File: config.mk
export PLATFORM = sky130hd
export DESIGN_NAME = cnn16_sequencer
export DESIGN_NICKNAME = d
export VERILOG_FILES = /design/src/rtl/cnn16_sequencer.sv
export SDC_FILE = /design/constraint.sdc
export NUM_CORES = 1
export LEC_CHECK = 0
export ABC_CLOCK_PERIOD_IN_PS = 2700
export CORE_ASPECT_RATIO = 1.75
export CORE_MARGIN = 2
export CORE_UTILIZATION = 43
export CTS_BUF_LIST = sky130_fd_sc_hd__clkbuf_8 sky130_fd_sc_hd__clkbuf_16
export DETAILED_ROUTE_END_ITERATION = 8
export PLACE_DENSITY = 0.85
export SETUP_SLACK_MARGIN = 0.2
export SLEW_MARGIN = 25
export SYNTH_ARGS = -nofsm -noshare
export SYNTH_HDL_FRONTEND = slang
export SYNTH_SLANG_ARGS = --single-unit
File: constraint.sdc
create_clock -name clk -period 2.7 [get_ports clk]
set_input_delay 0.81 -clock clk [delete_from_list [all_inputs] [get_ports clk]]
set_output_delay 0.81 -clock clk [all_outputs]
set_load 0.03 [all_outputs]
File: src/rtl/cnn16_sequencer.sv
// cnn16_sequencer
// Multi-cycle fetch/decode/execute controller for the cnn16 16-bit datapath.
// It decodes the fetched instruction into datapath load/increment/bus/ALU
// controls, flag-capture enables and the memory write strobe.
//
// Ports:
//   clk, rst          clock (rising edge) and asynchronous active-high reset
//   start             leave IDLE, or resume from HALT
//   IR_Value          datapath IR: [15:12] opcode, [11:0] address
//   zero, neg         datapath flags, valid the cycle after their check enable
//   AC_Load, DR_Load, IR_Load, PC_Load, AR_Load, PC_Inc   datapath controls
//   Zero_Check_En, neg_check_en                           flag capture enables
//   bus_sel           datapath bus source (31 = zero / idle)
//   alu_sel           ALU operation
//   mem_we            memory write strobe (data = bus, address = AR)
//   busy, halted      status
//   illegal           sticky illegal-opcode flag
//   instr_count       retired-instruction counter (wraps)
//
// Configuration macro: CNN16_SEQ_ILLEGAL_TRAP_EN
//   defined   : opcodes 7..E halt the sequencer and set the sticky illegal flag
//   undefined : opcodes 7..E execute as NOP and illegal is tied low

module cnn16_sequencer (
    input  logic        clk,
    input  logic        rst,
    input  logic        start,
    input  logic [15:0] IR_Value,
    input  logic        zero,
    input  logic        neg,
    output logic        AC_Load,
    output logic        DR_Load,
    output logic        IR_Load,
    output logic        PC_Load,
    output logic        AR_Load,
    output logic        PC_Inc,
    output logic        Zero_Check_En,
    output logic        neg_check_en,
    output logic [4:0]  bus_sel,
    output logic [3:0]  alu_sel,
    output logic        mem_we,
    output logic        busy,
    output logic        halted,
    output logic        illegal,
    output logic [15:0] instr_count
);

    localparam logic [3:0] ALU_ADD   = 4'd0;
    localparam logic [3:0] ALU_PASSB = 4'd1;

    localparam logic [4:0] BUS_AC   = 5'd1;
    localparam logic [4:0] BUS_PC   = 5'd3;
    localparam logic [4:0] BUS_MEM  = 5'd4;
    localparam logic [4:0] BUS_IR   = 5'd14;
    localparam logic [4:0] BUS_NONE = 5'd31;

    localparam logic [3:0] OP_NOP = 4'h0;
    localparam logic [3:0] OP_LDA = 4'h1;
    localparam logic [3:0] OP_STA = 4'h2;
    localparam logic [3:0] OP_ADD = 4'h3;
    localparam logic [3:0] OP_JMP = 4'h4;
    localparam logic [3:0] OP_JZ  = 4'h5;
    localparam logic [3:0] OP_JN  = 4'h6;
    localparam logic [3:0] OP_HLT = 4'hF;

    typedef enum logic [2:0] {
        S_IDLE,
        S_FETCH0,
        S_FETCH1,
        S_DECODE,
        S_EXEC0,
        S_EXEC1,
        S_HALT
    } state_t;

    state_t      state_q, state_d;
    logic [3:0]  opcode_q, opcode_d;
    logic [15:0] count_q, count_d;
    logic        illegal_q, illegal_d;
    logic        retire;
    logic        is_illegal_op;

    // Only the opcode field is decoded here; the address bits go to the datapath.
    logic unused_addr_bits;
    assign unused_addr_bits = ^IR_Value[11:0];

    always_ff @(posedge clk or posedge rst) begin
        if (rst) begin
            state_q   <= S_IDLE;
            opcode_q  <= OP_NOP;
            count_q   <= 16'd0;
            illegal_q <= 1'b0;
        end else begin
            state_q   <= state_d;
            opcode_q  <= opcode_d;
            count_q   <= count_d;
            illegal_q <= illegal_d;
        end
    end

    assign is_illegal_op = (IR_Value[15:12] > OP_JN) && (IR_Value[15:12] != OP_HLT);

    // Controls are a pure decode of the current state and latched opcode, so an
    // asynchronous reset drops every strobe in the same cycle.
    always_comb begin
        state_d       = state_q;
        opcode_d      = opcode_q;
        illegal_d     = illegal_q;
        retire        = 1'b0;
        AC_Load       = 1'b0;
        DR_Load       = 1'b0;
        IR_Load       = 1'b0;
        PC_Load       = 1'b0;
        AR_Load       = 1'b0;
        PC_Inc        = 1'b0;
        Zero_Check_En = 1'b0;
        neg_check_en  = 1'b0;
        mem_we        = 1'b0;
        bus_sel       = BUS_NONE;
        alu_sel       = ALU_ADD;

        case (state_q)
            S_IDLE: begin
                if (start) state_d = S_FETCH0;
            end
            S_FETCH0: begin
                bus_sel = BUS_PC;
                AR_Load = 1'b1;
                state_d = S_FETCH1;
            end
            S_FETCH1: begin
                bus_sel = BUS_MEM;
                IR_Load = 1'b1;
                PC_Inc  = 1'b1;
                state_d = S_DECODE;
            end
            S_DECODE: begin
                bus_sel  = BUS_IR;
                AR_Load  = 1'b1;
                opcode_d = IR_Value[15:12];
                if (IR_Value[15:12] == OP_NOP) begin
                    retire  = 1'b1;
                    state_d = S_FETCH0;
                end else if (IR_Value[15:12] == OP_HLT) begin
                    retire  = 1'b1;
                    state_d = S_HALT;
                end else if (is_illegal_op) begin
                    retire = 1'b1;
`ifdef CNN16_SEQ_ILLEGAL_TRAP_EN
                    illegal_d = 1'b1;
                    state_d   = S_HALT;
`else
                    state_d   = S_FETCH0;
`endif
                end else begin
                    state_d = S_EXEC0;
                end
            end
            S_EXEC0: begin
                state_d = S_FETCH0;
                case (opcode_q)
                    OP_LDA, OP_ADD: begin
                        bus_sel = BUS_MEM;
                        DR_Load = 1'b1;
                        state_d = S_EXEC1;
                    end
                    OP_STA: begin
                        bus_sel = BUS_AC;
                        mem_we  = 1'b1;
                        retire  = 1'b1;
                    end
                    OP_JMP: begin
                        bus_sel = BUS_IR;
                        PC_Load = 1'b1;
                        retire  = 1'b1;
                    end
                    // The AC is put on the bus so the datapath flags see it.
                    OP_JZ: begin
                        bus_sel       = BUS_AC;
                        Zero_Check_En = 1'b1;
                        state_d       = S_EXEC1;
                    end
                    OP_JN: begin
                        bus_sel      = BUS_AC;
                        neg_check_en = 1'b1;
                        state_d      = S_EXEC1;
                    end
                    default: ;
                endcase
            end
            S_EXEC1: begin
                retire  = 1'b1;
                state_d = S_FETCH0;
                case (opcode_q)
                    OP_LDA: begin
                        alu_sel = ALU_PASSB;
                        AC_Load = 1'b1;
                    end
                    OP_ADD: begin
                        alu_sel = ALU_ADD;
                        AC_Load = 1'b1;
                    end
                    OP_JZ: begin
                        if (zero) begin
                            bus_sel = BUS_IR;
                            PC_Load = 1'b1;
                        end
                    end
                    OP_JN: begin
                        if (neg) begin
                            bus_sel = BUS_IR;
                            PC_Load = 1'b1;
                        end
                    end
                    default: ;
                endcase
            end
            S_HALT: begin
                if (start) state_d = S_FETCH0;
            end
            default: state_d = S_IDLE;
        endcase

        count_d = count_q + {15'd0, retire};
    end

    assign busy        = (state_q != S_IDLE) && (state_q != S_HALT);
    assign halted      = (state_q == S_HALT);
    assign instr_count = count_q;

`ifdef CNN16_SEQ_ILLEGAL_TRAP_EN
    assign illegal = illegal_q;
`else
    assign illegal = 1'b0;
`endif

endmodule

## After elaboration in Yosys (flattened, before gate mapping)

Index checks and enable logic that the tools add are counted.

- Logic and storage cells: 66
- Memories kept: 0
- Input port bits: 21
- RAM bits: 0
- Latch bits: 0
- Memory bits (read-only): 0
- Flip-flop bits (word level): 23

- Magnitude comparators: 1
- Equal/unequal tests: 16
- Multiplexer cells: 34
- Bitwise logic cells: 0
- Shift-type cells: 0
- Add/subtract/negate cells: 1
- Div/mod/pow operators: 0
- $mul: 0
- Reduce and logical (&&, ||, !) cells: 11

Operator list:

| operator | count |
|---|---|
| $pmux 5 s5 | 1 |
| $mux 1 | 20 |
| $pmux 3 s6 | 1 |
| $add 16x1->16 | 1 |
| $mux 3 | 5 |
| $pmux 5 s3 | 1 |
| $eq 4x3->1 const B | 3 |
| $mux 5 | 2 |
| $pmux 5 s2 | 1 |
| $eq 3x3->1 const B | 3 |
| $eq 4x2->1 const B | 2 |
| $reduce_or 2->1 | 4 |
| $eq 3x2->1 const B | 2 |
| $eq 4x1->1 const B | 1 |
| $eq 4x4->1 const B | 1 |
| $gt 4x3->1 const B | 1 |
| $logic_not 4->1 | 1 |
| $ne 4x4->1 const B | 1 |
| $pmux 1 s2 | 2 |
| $reduce_or 4->1 | 1 |
| $eq 3x1->1 const B | 1 |
| $logic_not 3->1 | 1 |
| $ne 3x3->1 const B | 1 |
| $pmux 1 s3 | 1 |
| other kinds (4) | 5 |

## Logic depth before layout (Yosys ltp)

Gate-level depths: netlist of the first run.

- Depth after elaboration: 7
- Depth in mapped cells: 11
- Mapped depth without buffers: 10

## Least setup slack after synthesis of the first run

OpenSTA, ideal clock, no wires.

- Path kind: input port to flip-flop
- Start: input IR_Value[12]
- End: register count_q[12] (netlist: instr_count[12])
- Path slack: 0.143 ns
- Data required time: 2.564 ns
- Arrival time: 2.421 ns
- Stages: 9
- Cell sequence: or3_1 -> and3_1 -> o21ai_0 -> ha_1 -> ha_1 -> inv_1 -> nor2_1 -> nand4_1 -> xnor2_1

- Word-level cells in the longest chain between the ends: 7

Ends and longest elaborated chain:

| element | line | text |
|---|---|---|
| start: declaration | 28 | `input logic [15:0] IR_Value,` |
| $gt 4x3->1 / $ne 4x4->1 (equally long branches) | 101 | `assign is_illegal_op = (IR_Value[15:12] > OP_JN) && (IR_Value[15:12] != OP_HLT);` |
| $logic_and 1x1->1 | 101 |  |
| $mux 1 | 147 | `end else if (is_illegal_op) begin` |
| $mux 1 | 144 | `end else if (IR_Value[15:12] == OP_HLT) begin` |
| $mux 1 (*) | 141 | `if (IR_Value[15:12] == OP_NOP) begin` |
| $pmux 1 s3 (*) | 122 | `case (state_q)` |
| $add 16x1->16 (*) | 224 | `count_d = count_q + {15'd0, retire};` |
| net count_d[12] | 78 | `logic [15:0] count_q, count_d;` |
| end signal: assignment | 96 | `count_q <= count_d;` |
| end: declaration | 78 |  |

Mark *: on every way through the listed nets, which the timed path passes. The rest lies on a longest branch.
A chain may end at the register's enable or synchronous reset.

## Final worst setup path of the first run

- Start: register opcode_q[1]
- End: output bus_sel[3]

- Word-level cells in the longest chain between the ends: 4

Ends and longest elaborated chain:

| element | line | text |
|---|---|---|
| start: declaration | 77 | `logic [3:0] opcode_q, opcode_d;` |
| start signal: assignment | 95 | `opcode_q <= opcode_d;` |
| $eq 4x3->1, or another cell as far along | 161, 194 |  |
| $reduce_or 3->1 (no source line) / $reduce_or 2->1 (equally long branches) | - |  |
| $pmux 5 s3 | 161 | `case (opcode_q)` |
| $pmux 5 s5 (*) | 122 |  |
| end: declaration | 39 | `output logic [4:0] bus_sel,` |

Every way passes the cells marked *; elsewhere a longest branch is shown, timed or not.

==> results of run 1 <==
[final timing paths]
check / from / end / slack, ns / cells past startpoint
worst min register to register: instr_count[15] / instr_count[15] / 0.47 / 1
worst max register to register: state_q[1] / instr_count[14] / 0.57 / 10
max in group asynchronous: rst / opcode_q[1] / 1.57 / 3
worst max-delay path: opcode_q[1] / bus_sel[3] / 0.13 / 6
worst min-delay path: instr_count[15] / instr_count[15] / 0.47 / 1
min in group asynchronous: rst / instr_count[12] / 0.88 / 3
[cells in the final DEF, fill, tap and decap left out, types with 4 or more instances in the layout]
cell type / count
sky130_fd_sc_hd__clkdlybuf4s50_1: 19
sky130_fd_sc_hd__dfrtp_1: 18
sky130_fd_sc_hd__buf_4: 17
sky130_fd_sc_hd__nor2_1: 14
sky130_fd_sc_hd__nand2_1: 13
sky130_fd_sc_hd__dlygate4sd2_1: 10
sky130_fd_sc_hd__xor2_1: 9
sky130_fd_sc_hd__clkbuf_2: 7
sky130_fd_sc_hd__nand3_1: 6
sky130_fd_sc_hd__xnor2_1: 6
sky130_fd_sc_hd__inv_1: 5
sky130_fd_sc_hd__and3_1: 5
sky130_fd_sc_hd__dfrtp_2: 5
sky130_fd_sc_hd__and2_1: 4
sky130_fd_sc_hd__conb_1: 4
[timing repair]
action,CTS,global route
setup endpoints to repair,28,17
pin swaps,11,4
gates resized for setup,49,17
hold endpoints to repair,0,0
buffers inserted,4,1
[metal layers]
| layer | vias to the layer above | global-route usage, % | wire (um) |
|---|---|---|---|
| met4 | 0 | 7.568 | 65 |
| met3 | 6 | 2.247 | 150 |
| met5 | - | 0 | 0 |
| li1 | 619 | - | - |
| met1 | 600 | 19.31 | 1203 |
| met2 | 42 | 35.33 | 1924 |
[cell families after synthesis]
group | Yosys count | synth area share (%)
XOR/XNOR | 16 | 9.748
AO/OA/AOI/OAI | 20 | 10.18
AND/OR/NAND/NOR | 70 | 29.15
multiplexers | 3 | 2.350
adder cells (fa/ha/maj) | 2 | 1.740
other | 1 | 0.2608
buffers and inverters | 18 | 6.527
flip-flops | 23 | 40.03
[registers in the layout, indices dropped and copies added (netlist names)]
signal / count
state_q: 3
opcode_q: 4
instr_count: 16
[per-stage QoR]
stage / cells / setup WS [ns]
3_3_place_gp: 240 / -0.4854
3_5_place_dp: 240 / -0.4946
2_1_floorplan: 156 / 0.2007
6_report: 249 / 0.1299
4_1_cts: 248 / 0.08692
5_1_grt: 249 / 0.05102
[power breakdown]
part / leakage [nW] / switching, W / internal (W)
Sequential: 0.293 / 0.000197 / 0.000446
Combinational: 0.666 / 0.000652 / 0.000508
Clock: 0.0269 / 0.0000999 / 0.000101
Total: 0.986 / 0.000949 / 0.00106
[area by class of cell]
class,instances,area share [%]
repair buffers,58,24.27
clock buffers,3,2.017
well taps,43,2.628
flip-flops and latches,23,28.42
clock inverters,1,0.1834
multi-input cells,115,41.38
inverters,6,1.100
[worst register-to-register path, delay by kind of cell (launching register included)]
family	cells	cell delay, ns
AOI/OAI and AO/OA	1	0.20
DFF	1	0.35
and+or+nand+nor	4	0.69
adders and majority gates	2	0.41
buffers and inverters	2	0.26
xor gates and xnor gates	1	0.15
==> qor.csv, run 1 <==
stage,metric,value,unit
outcome,outcome,"finished, final reports clean",
floorplanning,core footprint,0.003176,mm^2
timing,largest clock skew in the final design,0.001698,ns
final_layout,Area growth syn-to-layout,42.38,%
timing,final critical delay including setup and external delays,2.570,ns
logic_synthesis,flip-flop and latch count after synthesis,23,
floorplanning,Die Wd,47.71,um
timing,Post-Route Hold Slack,0.4705,ns
run,number of maximum-capacitance violations,0,
pwr,overall power after layout,0.002004,W
drt,routed vias,1267,
timing,RSZ-0062 raised after global routing,true,
timing,Peak Freq,0.3891,GHz
logic_synthesis,synth cell count leaders,"23 x sky130_fd_sc_hd__dfrtp_1, 17 x sky130_fd_sc_hd__nor2_1, 14 x sky130_fd_sc_hd__nand2_1",
drt,antenna violation net count after detailed routing,0,
global_routing,first-pass GRT wire length,5306,um
global_routing,total global-route track usage,18.89,%
drt,Iteration-0 DRC Markers,38,
worst_setup_path,maximum fanout along the worst path,4,
logic_synthesis,most used flip-flop cell after synthesis,sky130_fd_sc_hd__dfrtp_1,
timing,total count of hold-check failures in the final report,0,
clock_tree,hold buffer count at CTS,0,
worst_setup_path,Crit path largest cell delay,0.44,ns
placement,IO Port Bufs,41,
final_layout,footprint of the multi-input gates,847.1,um^2
pwr,PD cells,979.0,mW/mm^2
final_layout,fill count,277,
global_routing,via count of the first global-routing pass,1219,
logic_synthesis,fraction of post-synthesis cell area in the top cell type by area,40.03,%
logic_synthesis,post-synthesis instance area,0.001438,mm^2
timing,final clock period utilization by the worst path,95.19,%
final_layout,diode count,0,
logic_synthesis,fraction of registers with async set/reset,100.0,%
worst_setup_path,slowest CP cell,sky130_fd_sc_hd__dfrtp_2,
worst_setup_path,CP Capture Type,output port,
timing,sum of negative setup slack,0,ns
timing,Final Slew Violations,0,
worst_setup_path,crit-path leading delay family,buffers and inverters,
clock_tree,number of H-tree levels,1,
worst_setup_path,WP buf/inv,2,
pwr,leakage power figure,0.9857,nW
logic_synthesis,warning count from the yosys run,0,
drt,final wirelength,3343,um
global_routing,initial antenna violation count,0,
placement,sum of net half-perimeters after detailed placement,2522,um
clock_tree,clock transition at the register clock pins on the worst setup and hold paths after CTS,0.08,ns
logic_synthesis,leading post-synthesis cells by cell area,"sky130_fd_sc_hd__dfrtp_1 40%, sky130_fd_sc_hd__xor2_1 5.5%, sky130_fd_sc_hd__nor2_1 4.4%, sky130_fd_sc_hd__xnor2_1 4.3%, sky130_fd_sc_hd__nand2_1 3.7%",
worst_setup_path,cell breakdown of the critical path,buf_4 -> and3_1 -> nor4_2 -> o21bai_1 -> o21a_1 -> dlygate4sd2_1,
worst_setup_path,Critical Path Source Type,register,
logic_synthesis,cell type with the highest aggregate area in the netlist,sky130_fd_sc_hd__dfrtp_1,
global_routing,largest net degree at the start of global routing,24,
drt,total iterations of the first detailed-routing run,4,
pwr,"IR drop worst, VDD",0.7530,mV
clock_tree,maximum number of buffers from clock root to sink,2,
placement,dpl cell area,0.001932,mm^2
floorplanning,die outline height,80.49,um
logic_synthesis,most numerous cell in the Yosys netlist,sky130_fd_sc_hd__dfrtp_1,
logic_synthesis,"EDFF count, synth",0,
clock_tree,cell chosen for the clock root,sky130_fd_sc_hd__clkbuf_8,
clock_tree,clk sinks,23,
logic_synthesis,mean instance size in the synthesized netlist,9.396,um^2
clock_tree,clk_lat worst skew,0.26,ns
worst_setup_path,"Data required, critical path",1.89,ns
final_layout,fraction of final layout cells sized beyond drive strength 1,30.58,%
final_layout,Post-layout nets,230,
worst_setup_path,endpoint arrival time on the critical path,1.76,ns
clock_tree,clock tree from TritonCTS,yes,
logic_synthesis,Cells after Synth,153,
worst_hold_path,class of the most critical hold timing path,reg -> reg,
floorplanning,# rows,27,
logic_synthesis,number of distinct library cells after synthesis,43,
floorplanning,full die area,0.003840,mm^2
placement,global placer's final weighted congestion,0.7846,
floorplanning,count of pins on the block boundary,58,
final_layout,Final Instance Area,0.002047,mm^2
global_routing,GRT Residual Overflow,0,
drt,post-DR vias/cell,5.088,
clock_tree,clock buffers created by TritonCTS,3,
final_layout,FF+latch area,581.8,um^2
logic_synthesis,sequential-to-total area share from yosys stat,40.03,%
timing,final setup vio count,0,
drt,detail-routed net length per standard cell,13.43,um
drt,number of DRC violations after detailed routing,0,
floorplanning,effective utilization at floorplan,45.27,%
worst_setup_path,startpoint-to-endpoint class of the critical path,reg -> out,
final_layout,utilization after layout,64.46,%
Note: power is estimated with default switching activity, not from simulation.
==> run 2: changes to the inputs <==
--- a/config.mk
+++ b/config.mk
@@ -9,7 +9,6 @@
 export CORE_ASPECT_RATIO = 1.75
 export CORE_MARGIN = 2
 export CORE_UTILIZATION = 43
-export CTS_BUF_LIST = sky130_fd_sc_hd__clkbuf_8 sky130_fd_sc_hd__clkbuf_16
 export DETAILED_ROUTE_END_ITERATION = 8
 export PLACE_DENSITY = 0.85
 export SETUP_SLACK_MARGIN = 0.2
==> run 2 against run 1 <==
Register-to-register slack hardly changed. Clock skew hardly changed. Sequential share of layout area is 0.087 points higher. Critical path depth stayed put. Total power is 1.0% lower. Non-clock buffer count is 1 lower.
==> qor.csv, run 2 (same netlist as run 1, synthesis figures left out) <==
stage,metric,value,unit,change
placement,sum of net half-perimeters after detailed placement,2522,um,unchanged
drt,total iterations of the first detailed-routing run,6,,was 4
pwr,fraction of power spent switching nets,47.26,%,was 47.34%
pwr,PD cells,971.9,mW/mm^2,was 979.0 mW/mm^2
final_layout,diode count,0,,unchanged
worst_setup_path,WP buf/inv,2,,unchanged
final_layout,Area growth syn-to-layout,41.95,%,was 42.38%
floorplanning,core footprint,0.003176,mm^2,unchanged
worst_setup_path,crit-path leading delay family,buffers and inverters,,unchanged
timing,final clock period utilization by the worst path,94.34,%,was 95.19%
worst_setup_path,slowest CP cell,sky130_fd_sc_hd__dfrtp_2,,unchanged
placement,global placer's final weighted congestion,0.7846,,unchanged
clock_tree,hold buffer count at CTS,0,,unchanged
drt,number of DRC violations after detailed routing,0,,unchanged
timing,final critical delay including setup and external delays,2.547,ns,was 2.570 ns
final_layout,fill count,279,,was 277
floorplanning,Die Wd,47.71,um,unchanged
global_routing,largest net degree at the start of global routing,24,,unchanged
global_routing,initial antenna violation count,0,,unchanged
worst_setup_path,FF-to-FF Start,state_q[1],,unchanged
pwr,overall power after layout,0.001983,W,was 0.002004 W
placement,number of placed cells counting well taps,240,,unchanged
drt,antenna violation net count after detailed routing,0,,unchanged
final_layout,Post-layout nets,229,,was 230
clock_tree,clk_lat worst skew,0.26,ns,about the same
final_layout,"commonest non-fill, non-tap cell in the layout",sky130_fd_sc_hd__clkdlybuf4s50_1,,unchanged
timing,Peak Freq,0.3926,GHz,was 0.3891 GHz
clock_tree,clock tree from TritonCTS,yes,,unchanged
timing,total count of hold-check failures in the final report,0,,unchanged
clock_tree,clk sinks,23,,unchanged
worst_hold_path,Hold Path Stages,1,,unchanged
placement,IO Port Bufs,41,,unchanged
global_routing,GRT Residual Overflow,0,,unchanged
worst_hold_path,hold path start,instr_count[15],,unchanged
clock_tree,clock transition at the register clock pins on the worst setup and hold paths after CTS,0.08,ns,about the same
worst_setup_path,startpoint-to-endpoint class of the critical path,reg -> out,,unchanged
run,number of maximum-capacitance violations,0,,unchanged
worst_setup_path,CP Capture Type,output port,,unchanged
clock_tree,clock buffers created by TritonCTS,3,,unchanged
clock_tree,cell chosen for the clock root,sky130_fd_sc_hd__clkbuf_8,,unchanged
global_routing,via count of the first global-routing pass,1219,,unchanged
floorplanning,full die area,0.003840,mm^2,unchanged
timing,final setup vio count,0,,unchanged
global_routing,first-pass GRT wire length,5306,um,unchanged
final_layout,Largest register FFs,16,,unchanged
timing,Post-Route Hold Slack,0.4705,ns,about the same
pwr,leakage power figure,0.9759,nW,was 0.9857 nW
final_layout,fraction of final layout cells sized beyond drive strength 1,29.76,%,was 30.58%
drt,detail-routed net length per standard cell,13.15,um,was 13.43 um
placement,dpl cell area,0.001932,mm^2,unchanged
final_layout,most frequent cells in the layout,"19 x sky130_fd_sc_hd__clkdlybuf4s50_1, 18 x sky130_fd_sc_hd__dfrtp_1, 17 x sky130_fd_sc_hd__buf_4",,unchanged
floorplanning,effective utilization at floorplan,45.27,%,unchanged
floorplanning,# rows,27,,unchanged
clock_tree,number of H-tree levels,1,,unchanged
pwr,relative contribution of the clock network to total power,10.3,%,was 10.0%
global_routing,total global-route track usage,18.89,%,unchanged
pwr,Combinational Power Share,57.5,%,was 57.9%
drt,final wirelength,3262,um,was 3343 um
timing,largest clock skew in the final design,0.001820,ns,was 0.001698 ns
worst_setup_path,"Data required, critical path",1.89,ns,about the same
worst_setup_path,cell breakdown of the critical path,buf_4 -> and3_1 -> nor4_2 -> o21bai_1 -> o21a_1 -> dlygate4sd2_1,,unchanged
worst_setup_path,Crit path largest cell delay,0.44,ns,about the same
drt,post-DR vias/cell,5.056,,was 5.088
timing,RSZ-0062 raised after global routing,true,,unchanged
final_layout,utilization after layout,64.26,%,was 64.46%
drt,Iteration-0 DRC Markers,34,,was 38
timing,Final Slew Violations,0,,unchanged
worst_setup_path,endpoint arrival time on the critical path,1.74,ns,was 1.76 ns
worst_setup_path,R2R depth,10,,unchanged
pwr,internal power,0.001046,W,was 0.001055 W
global_routing,most used routing layer in global routing,met2,,unchanged
pwr,"IR drop worst, VDD",0.7530,mV,about the same
pwr,sequential fraction of design power,32.2,%,was 32.1%
worst_setup_path,reg-to-reg setup timing slack,0.58,ns,was 0.57 ns
floorplanning,count of pins on the block boundary,58,,unchanged
worst_hold_path,class of the most critical hold timing path,reg -> reg,,unchanged
global_routing,met1 track demand over resource,19.31,%,unchanged
worst_setup_path,maximum fanout along the worst path,5,,was 4
worst_setup_path,Critical Path Source Type,register,,unchanged
worst_setup_path,capture point of the worst reg-to-reg path,instr_count[14],,unchanged
global_routing,GR met2 Demand/Resource,35.33,%,unchanged
drt,routed vias,1254,,was 1267
outcome,outcome,"finished, final reports clean",,unchanged
floorplanning,die outline height,80.49,um,unchanged
final_layout,Final Instance Area,0.002041,mm^2,was 0.002047 mm^2
worst_hold_path,hold endpoint,instr_count[15],,unchanged
pwr,net load switching power,0.0009373,W,was 0.0009487 W
global_routing,met3 usage,2.247,%,unchanged
clock_tree,maximum number of buffers from clock root to sink,2,,unchanged
final_layout,final cell count without fillers,248,,was 249
-- run 2: cell types whose count changed in the layout (fill, tap and decap cells not counted), sizes merged --
cell and delta:
inv -1, buf -1, clkdlybuf4s15 +1
-- run 2: power by group through the flow --
stage | sequential, W | combinational [W] | clock, W
after floorplan | 0.000601 | 0.000750 | 0
after global placement | 0.000629 | 0.00107 | 0
after detailed placement | 0.000634 | 0.00110 | 0
after CTS | 0.000633 | 0.00113 | 0.000212
after global routing | 0.000659 | 0.00123 | 0.000232
final | 0.000638 | 0.00114 | 0.000205
-- run 2: how the worst max path moves through the flow --
| stage | from | end | slack, ns | cells after the start |
|---|---|---|---|---|
| CTS | opcode_q[1] | bus_sel[3] | 0.09 | 6 |
| global placement | zero | bus_sel[4] | -0.49 | 5 |
| floorplan | zero | bus_sel[0] | 0.20 | 4 |
| global route | opcode_q[1] | bus_sel[3] | 0.05 | 6 |
| detailed placement | zero | bus_sel[4] | -0.49 | 5 |
| finish | opcode_q[1] | bus_sel[3] | 0.15 | 6 |
-- run 2: area by class of cell --
class,count,area [um^2],share of cell area [%]
multi-input combinational,115,847.1,41.51
sequential,23,581.8,28.51
timing repair buffer,57,490.5,24.03
tap,43,53.80,2.636
clock buffer,4,45.04,2.207
inverter,6,22.52,1.104
-- run 2: what timing repair did --
action,CTS,global route
buffers inserted,4,0
setup endpoints to repair,28,17
gates cloned,0,0
gates resized for setup,49,15
pin swaps,11,2
-- run 2: layer usage --
layer  wire [um]  share of wire, %  vias to the layer above
met1        1149                35                      597
met2        1911                59                       32
li1            -                 -                      619
met3         135               4.1                        6
met4          65               2.0                        0
met5           0                 0                        -
-- run 2: stage by stage --
stage / worst slack, ns / setup TNS (ns)
6_report: 0.1528 / 0
5_1_grt: 0.05316 / 0
4_1_cts: 0.08730 / 0
3_5_place_dp: -0.4946 / -4.059
3_3_place_gp: -0.4854 / -3.628
2_1_floorplan: 0.2007 / 0
-- run 2: worst register-to-register path: cells and delay by family (launching register included) --
| family | cells | cell delay, ns |
|---|---|---|
| buffers and inverters | 2 | 0.26 |
| adder cells (fa/ha/maj) | 2 | 0.41 |
| AND/OR/NAND/NOR | 4 | 0.68 |
| XOR/XNOR | 1 | 0.15 |
| AO/OA/AOI/OAI | 1 | 0.20 |
| flip-flops | 1 | 0.35 |
==> run 3: changes to the inputs <==
--- a/config.mk
+++ b/config.mk
@@ -9,6 +9,7 @@
 export CORE_ASPECT_RATIO = 1.75
 export CORE_MARGIN = 2
 export CORE_UTILIZATION = 43
+export CTS_CLUSTER_DIAMETER = 80
 export DETAILED_ROUTE_END_ITERATION = 8
 export PLACE_DENSITY = 0.85
 export SETUP_SLACK_MARGIN = 0.2
==> results of run 3 <==
Same layout as run 2: the final DEF is identical, and so are final timing and power.
